<file path="config.mk">
export PLATFORM = sky130hd
export DESIGN_NAME = pc_trace_buffer_flat
export DESIGN_NICKNAME = d
export VERILOG_FILES = /design/src/rtl/pc_trace_buffer_if.sv /design/src/rtl/pc_trace_buffer.sv /design/src/flat_wrapper.sv
export SDC_FILE = /design/constraint.sdc
export NUM_CORES = 2
export LEC_CHECK = 0
export CAP_MARGIN = 20
export CORE_MARGIN = 3
export CORE_UTILIZATION = 40
export DETAILED_ROUTE_END_ITERATION = 8
export SLEW_MARGIN = 20
export SYNTH_ARGS = -nofsm -noshare
export SYNTH_HDL_FRONTEND = slang
export SYNTH_SLANG_ARGS = --single-unit
</file>
<file path="constraint.sdc">
create_clock -name clk_in -period 11.2 [get_ports clk_in]
set_input_delay 2.24 -clock clk_in [delete_from_list [all_inputs] [get_ports clk_in]]
set_output_delay 2.24 -clock clk_in [all_outputs]
set_load 0.05 [all_outputs]
</file>
<file path="src/rtl/pc_trace_buffer_if.sv">
// Record drain port of pc_trace_buffer: valid/ready handshake plus record fields.
// The producer uses the master modport and the host or UART bridge uses the slave modport.
interface pc_trace_buffer_if;
   logic        out_valid;
   logic        out_ready;
   logic [31:0] out_pc_off;
   logic [31:0] out_inst;
   logic [15:0] out_seq;

   modport master (
      output out_valid,
      output out_pc_off,
      output out_inst,
      output out_seq,
      input  out_ready
   );

   modport slave (
      input  out_valid,
      input  out_pc_off,
      input  out_inst,
      input  out_seq,
      output out_ready
   );
endinterface

</file>
<file path="src/rtl/pc_trace_buffer.sv">
// Commit-trace capture: records {pc offset, inst, seq} on every PC change into a FIFO drained by valid/ready.
// Optional saturating dropped-record counter is built when PC_TRACE_DROPCNT_EN is defined.
module pc_trace_buffer #(
   parameter int unsigned DEPTH   = 16,
   parameter logic [31:0] PC_BASE = 32'h0040_0000
) (
   input  logic                     clk_in,
   input  logic                     reset_n,
   input  logic [31:0]              pc,
   input  logic [31:0]              inst,
   input  logic                     trace_en,
   pc_trace_buffer_if.master        trace,
   output logic                     overflow,
   output logic [$clog2(DEPTH):0]   level,
   output logic [15:0]              drop_cnt
);

   localparam int unsigned AW = $clog2(DEPTH);
   localparam logic [AW:0] PTR_ONE = {{AW{1'b0}}, 1'b1};

   logic [31:0] fpc_r;
   logic [31:0] finst_r;
   logic [15:0] seq_r;
   logic [AW:0] wr_ptr_r;
   logic [AW:0] rd_ptr_r;
   logic [79:0] mem_r [DEPTH];
   logic        overflow_r;

   logic        commit_s;
   logic        track_load_s;
   logic        empty_s;
   logic        full_s;
   logic        pop_s;
   logic        push_s;
   logic        drop_s;
   logic [79:0] rec_s;
   logic [79:0] head_s;

   // Commit detection, FIFO status and push/pop/drop decisions
   always_comb begin
      commit_s     = trace_en && (pc != fpc_r);
      track_load_s = !trace_en || commit_s;
      empty_s      = (wr_ptr_r == rd_ptr_r);
      full_s       = (wr_ptr_r[AW] != rd_ptr_r[AW]) &&
                     (wr_ptr_r[AW-1:0] == rd_ptr_r[AW-1:0]);
      pop_s        = !empty_s && trace.out_ready;
      push_s       = commit_s && (!full_s || pop_s);
      drop_s       = commit_s && full_s && !pop_s;
      rec_s        = {fpc_r - PC_BASE, finst_r, seq_r};
      head_s       = mem_r[rd_ptr_r[AW-1:0]];
   end

   // Tracker of the retiring instruction and the record sequence number
   always_ff @(posedge clk_in or negedge reset_n) begin
      if (!reset_n) begin
         fpc_r   <= PC_BASE;
         finst_r <= 32'd0;
         seq_r   <= 16'd0;
      end else begin
         if (track_load_s) begin
            fpc_r   <= pc;
            finst_r <= inst;
         end
         if (commit_s) begin
            seq_r <= seq_r + 16'd1;
         end
      end
   end

   // FIFO pointers; the extra MSB separates full from empty
   always_ff @(posedge clk_in or negedge reset_n) begin
      if (!reset_n) begin
         wr_ptr_r <= '0;
         rd_ptr_r <= '0;
      end else begin
         if (push_s) begin
            wr_ptr_r <= wr_ptr_r + PTR_ONE;
         end
         if (pop_s) begin
            rd_ptr_r <= rd_ptr_r + PTR_ONE;
         end
      end
   end

   // Record storage, cleared so the idle head reads as zero
   always_ff @(posedge clk_in or negedge reset_n) begin
      if (!reset_n) begin
         for (int i = 0; i < DEPTH; i++) begin
            mem_r[i] <= 80'd0;
         end
      end else if (push_s) begin
         mem_r[wr_ptr_r[AW-1:0]] <= rec_s;
      end
   end

   // Sticky loss flag
   always_ff @(posedge clk_in or negedge reset_n) begin
      if (!reset_n) begin
         overflow_r <= 1'b0;
      end else if (drop_s) begin
         overflow_r <= 1'b1;
      end
   end

`ifdef PC_TRACE_DROPCNT_EN
   logic [15:0] drop_cnt_r;

   // Saturating dropped-record counter
   always_ff @(posedge clk_in or negedge reset_n) begin
      if (!reset_n) begin
         drop_cnt_r <= 16'd0;
      end else if (drop_s && (drop_cnt_r != 16'hFFFF)) begin
         drop_cnt_r <= drop_cnt_r + 16'd1;
      end
   end

   assign drop_cnt = drop_cnt_r;
`else
   assign drop_cnt = 16'd0;
`endif

   assign overflow         = overflow_r;
   assign level            = wr_ptr_r - rd_ptr_r;
   assign trace.out_valid  = !empty_s;
   assign trace.out_pc_off = head_s[79:48];
   assign trace.out_inst   = head_s[47:16];
   assign trace.out_seq    = head_s[15:0];

endmodule

</file>
<file path="src/flat_wrapper.sv">
// flat-port wrapper written by rule: the top's interface ports become plain ports
module pc_trace_buffer_flat 
#(
   parameter int unsigned DEPTH   = 16,
   parameter logic [31:0] PC_BASE = 32'h0040_0000
)
  (clk_in, reset_n, pc, inst, trace_en, overflow, level, drop_cnt, trace_out_valid, trace_out_pc_off, trace_out_inst, trace_out_seq, trace_out_ready);
  pc_trace_buffer_if trace_i ();
  input  logic clk_in;
  input  logic reset_n;
  input  logic [31:0] pc;
  input  logic [31:0] inst;
  input  logic trace_en;
  output logic overflow;
  output logic [$clog2(DEPTH):0] level;
  output logic [15:0] drop_cnt;
  output wire logic [$bits(trace_i.out_valid)-1:0] trace_out_valid;
  output wire logic [$bits(trace_i.out_pc_off)-1:0] trace_out_pc_off;
  output wire logic [$bits(trace_i.out_inst)-1:0] trace_out_inst;
  output wire logic [$bits(trace_i.out_seq)-1:0] trace_out_seq;
  input wire logic [$bits(trace_i.out_ready)-1:0] trace_out_ready;
  assign trace_out_valid = trace_i.out_valid;
  assign trace_out_pc_off = trace_i.out_pc_off;
  assign trace_out_inst = trace_i.out_inst;
  assign trace_out_seq = trace_i.out_seq;
  assign trace_i.out_ready = trace_out_ready;
  pc_trace_buffer #(.DEPTH(DEPTH), .PC_BASE(PC_BASE)) u_core (.clk_in(clk_in), .reset_n(reset_n), .pc(pc), .inst(inst), .trace_en(trace_en), .trace(trace_i), .overflow(overflow), .level(level), .drop_cnt(drop_cnt));
endmodule
</file>
==> reports/qor.log <==
[critical_path] Setup Crit Path Kind flip-flop to output port
[critical_path] critical path data arrival time 5.00 ns
[timing] unrepaired setup endpoints after global routing false
[placement] HPWL after detailed placement 82000 um
[global_route] all-layer global routing usage 19.5%
[timing] share of the clock period used by the worst path 64.6%
[global_route] pin count of the biggest net entering global routing 169
[critical_path] RR Endpoint u_core.mem_r[947]
[drt] number of DRC markers in iteration 0 2085
[drt] final routed wire length divided by cell count 25.6 um
[placement] Placement Cell Area 64500 um2
[timing] min cycle time layout 7.24 ns
[critical_path] minimum setup slack among reg-to-reg paths 5.69 ns
[global_route] number of antenna violations at the first check in global routing 5
[logic_synthesis] Yosys top cell by area dfrtp_1
[drt] number of search-and-repair iterations in the first detailed-routing pass 5
[timing] count of final max-slew check failures 0
[logic_synthesis] most area-consuming cells after synthesis dfrtp_1 (56%), mux2_2 (21%), mux4_2 (15%), mux2_1 (1.4%), clkbuf_1 (1.2%)
[logic_synthesis] part of the Yosys area used for sequential elements 56.0%
[placement] IO Port Bufs 154
[clocking] root cell of the clock tree clkbuf_16
[logic_synthesis] count of flip-flops with a built-in enable after synthesis 0
[clocking] clock transition at the registers of the reported paths 0.06 ns
[timing] relative slew slack 26.6%
[floorplanning] row cnt 143
[pwr] Total Power 22.3 mW
[timing] final hold viol count 0
[drt] Residual DRC 0
[critical_path] start point of the critical path u_core.rd_ptr_r[0]
[logic_synthesis] Netlist Area Pre-Place 61300 um2
[job] max-capacitance violation count 0
[clocking] clock tree from TritonCTS yes
[clocking] cts bufs inserted 153
[timing] endpoints failing setup 0
[logic_synthesis] synthesis warning total 0
[logic_synthesis] predominant post-synthesis flop cell dfrtp_1
[clocking] clock tree sinks 1371
[run_status] status complete, no violations
[cells_and_area] final design instance area without fill 69500 um2
[drt] Detail Route Antenna Nets 0
[clocking] buffers inserted during post-CTS setup optimization 0
[critical_path] Reg2Reg Launch Point u_core.rd_ptr_r[3]
[logic_synthesis] count of mapped cells out of synthesis 3723
[timing] worst clock skew 0.0296 ns
[clocking] hold_buf cts 0
[cells_and_area] post-synthesis to final-layout area growth 13.5%
[floorplanning] height of the die 397 um
[drt] via count 32569
[placement] Placement Setup Slack 3.77 ns
[timing] setup_tns 0 ns
[placement] final weighted congestion in routability-driven placement 0.724
[pwr] power density over the cells 321 nW/um2
[floorplanning] area enclosed by the die boundary 158000 um2
[timing] maximum clock frequency 138 MHz
[pwr] worst ir drop on vdd 208 uV
[cells_and_area] Nets 3829
[critical_path] crit-path max FO 38
[logic_synthesis] count leader, synth dfrtp_1
[pwr] leakage power 29.3 nW
[global_route] via count of the first global-routing pass 34794
[timing] worst path setup slack after routing 3.96 ns
[floorplanning] die boundary width 397 um
[floorplanning] floorplan core area 152000 um2
[drt] vias per inst 5.52
[clocking] worst-case clock buffer depth 3
[critical_path] Worst setup SP type flip-flop
[logic_synthesis] asr flop ratio synth 100%
[critical_path] number of cells on the worst reg-to-reg path 10
[timing] Tightest Pin Transition 1.10 ns
[logic_synthesis] number of storage elements in the synthesis netlist 1371
[critical_path] CP peak stage delay 0.93 ns
[global_route] total grt overflow 0
[clocking] CTS H-tree lvls 4
[logic_synthesis] commonest cells in the synthesized netlist dfrtp_1 (1370), mux2_2 (1164), mux4_2 (400)
[global_route] global-route wire length before repair 232000 um
[critical_path] WP data required 8.96 ns
[hold_path] Hold Crit Class flip-flop to flip-flop
[cells_and_area] filler cell count in the final layout 13310
[critical_path] CP cell instances buf_4 > buf_4 > mux4_2 > mux4_2 > clkdlybuf4s50_1
[critical_path] element type at the critical path end output port
[floorplanning] io pins 171
[clocking] clock network latency to the later pin of the worst-skew pair 0.79 ns
[critical_path] Slowest-stage cell, CP dfrtp_4
[floorplanning] effective utilization at floorplan 40.3%
[cells_and_area] share of cells above drive strength 1 49.0%
[logic_synthesis] post-synthesis area per instance 16.5 um2
[critical_path] capture point of the critical path trace_out_pc_off[19]
[drt] routed wire length 151000 um
[logic_synthesis] Synth top area share 55.9%
[logic_synthesis] count of different cell masters after synthesis 43
[clocking] post-CTS resize count 0
state kept, by name, indices dropped and copies added (netlist names):
| register | flops |
|---|---|
| u_core.finst_r | 32 |
| u_core.fpc_r | 32 |
| u_core.mem_r | 1280 |
| u_core.overflow | 1 |
| u_core.rd_ptr_r | 5 |
| u_core.seq_r | 16 |
| u_core.wr_ptr_r | 5 |
cell type report:
cell class,instances,area (um2),area share (%)
Sequential cell,1371,34300,49.4
Multi-Input combinational cell,1968,25400,36.5
Clock buffer,231,4490,6.46
Tap cell,2030,2540,3.65
Timing Repair Buffer,224,2180,3.14
Clock inverter,44,518,0.745
Inverter,31,124,0.178
Antenna cell,1,2.50,0.00360
power by group:
group	leakage (nW)	switching, mW	internal (mW)
clock network	2.46	2.07	2.92
logic	9.80	4.40	4.67
registers	17.0	1.21	7.03
logic make-up after synthesis:
kind of cell | Yosys count | share of synthesized area (%)
flip-flops | 1371 | 56.0
buffers and inverters | 399 | 2.95
AO/OA/AOI/OAI | 69 | 0.676
AND/OR/NAND/NOR | 138 | 1.27
adder cells (fa/ha/maj) | 12 | 0.257
other | 1 | 0.00612
XOR/XNOR | 75 | 1.07
multiplexers | 1658 | 37.8
through the flow:
stage | hold WS (ns) | std cells | util (%)
floorplan | 0.452 | 3738 | -
global placement | 0.463 | 5624 | 42.4
detailed placement | 0.469 | 5624 | 42.4
CTS | 0.483 | 5899 | 45.7
global route | 0.492 | 5899 | 45.7
finish | 0.481 | 5900 | 45.7
worst max-delay path: cells and delay by family, from the launching register on:
family / cells / cell delay [ns]
buffers and inverters: 3 / 2.02
DFF: 1 / 0.93
muxes: 2 / 1.16
routing by layer:
metal	part of all wire, %	vias to the layer above	wire (um)	GRT usage [%]
met1	46	17995	69500	27.9
met2	48	547	72800	31.1
met3	3.6	210	5470	3.16
li1	-	13815	-	-
met4	2.1	2	3250	4.99
met5	0.0086	-	13	0
how the worst min path moves through the flow:
stage                  startpoint                  to  slack, ns  cells past startpoint
3_3_place_gp    u_core.mem_r[482]   u_core.mem_r[482]       0.46                      1
6_report        u_core.mem_r[324]   u_core.mem_r[324]       0.48                      1
3_5_place_dp    u_core.mem_r[790]   u_core.mem_r[790]       0.47                      1
5_1_grt         u_core.mem_r[963]   u_core.mem_r[963]       0.49                      1
4_1_cts         u_core.mem_r[338]   u_core.mem_r[338]       0.48                      1
2_1_floorplan  u_core.mem_r[1042]  u_core.mem_r[1042]       0.45                      1
placed cells by master (no fill, tap or decap), types with 16 or more instances in the layout:
master           instances
mux4_2                 400
inv_1                   30
a21oi_1                 58
dfrtp_1               1367
clkbuf_8                33
mux2i_1                 16
clkbuf_16              155
mux2_1                  78
nor2_1                  60
clkinv_2                20
xnor2_1                 51
conb_1                  16
mux2_2                1164
clkbuf_1                43
clkdlybuf4s50_1        153
nand4_1                 16
buf_4                   62
xor2_1                  24
Power figures use the tool's default switching activity.
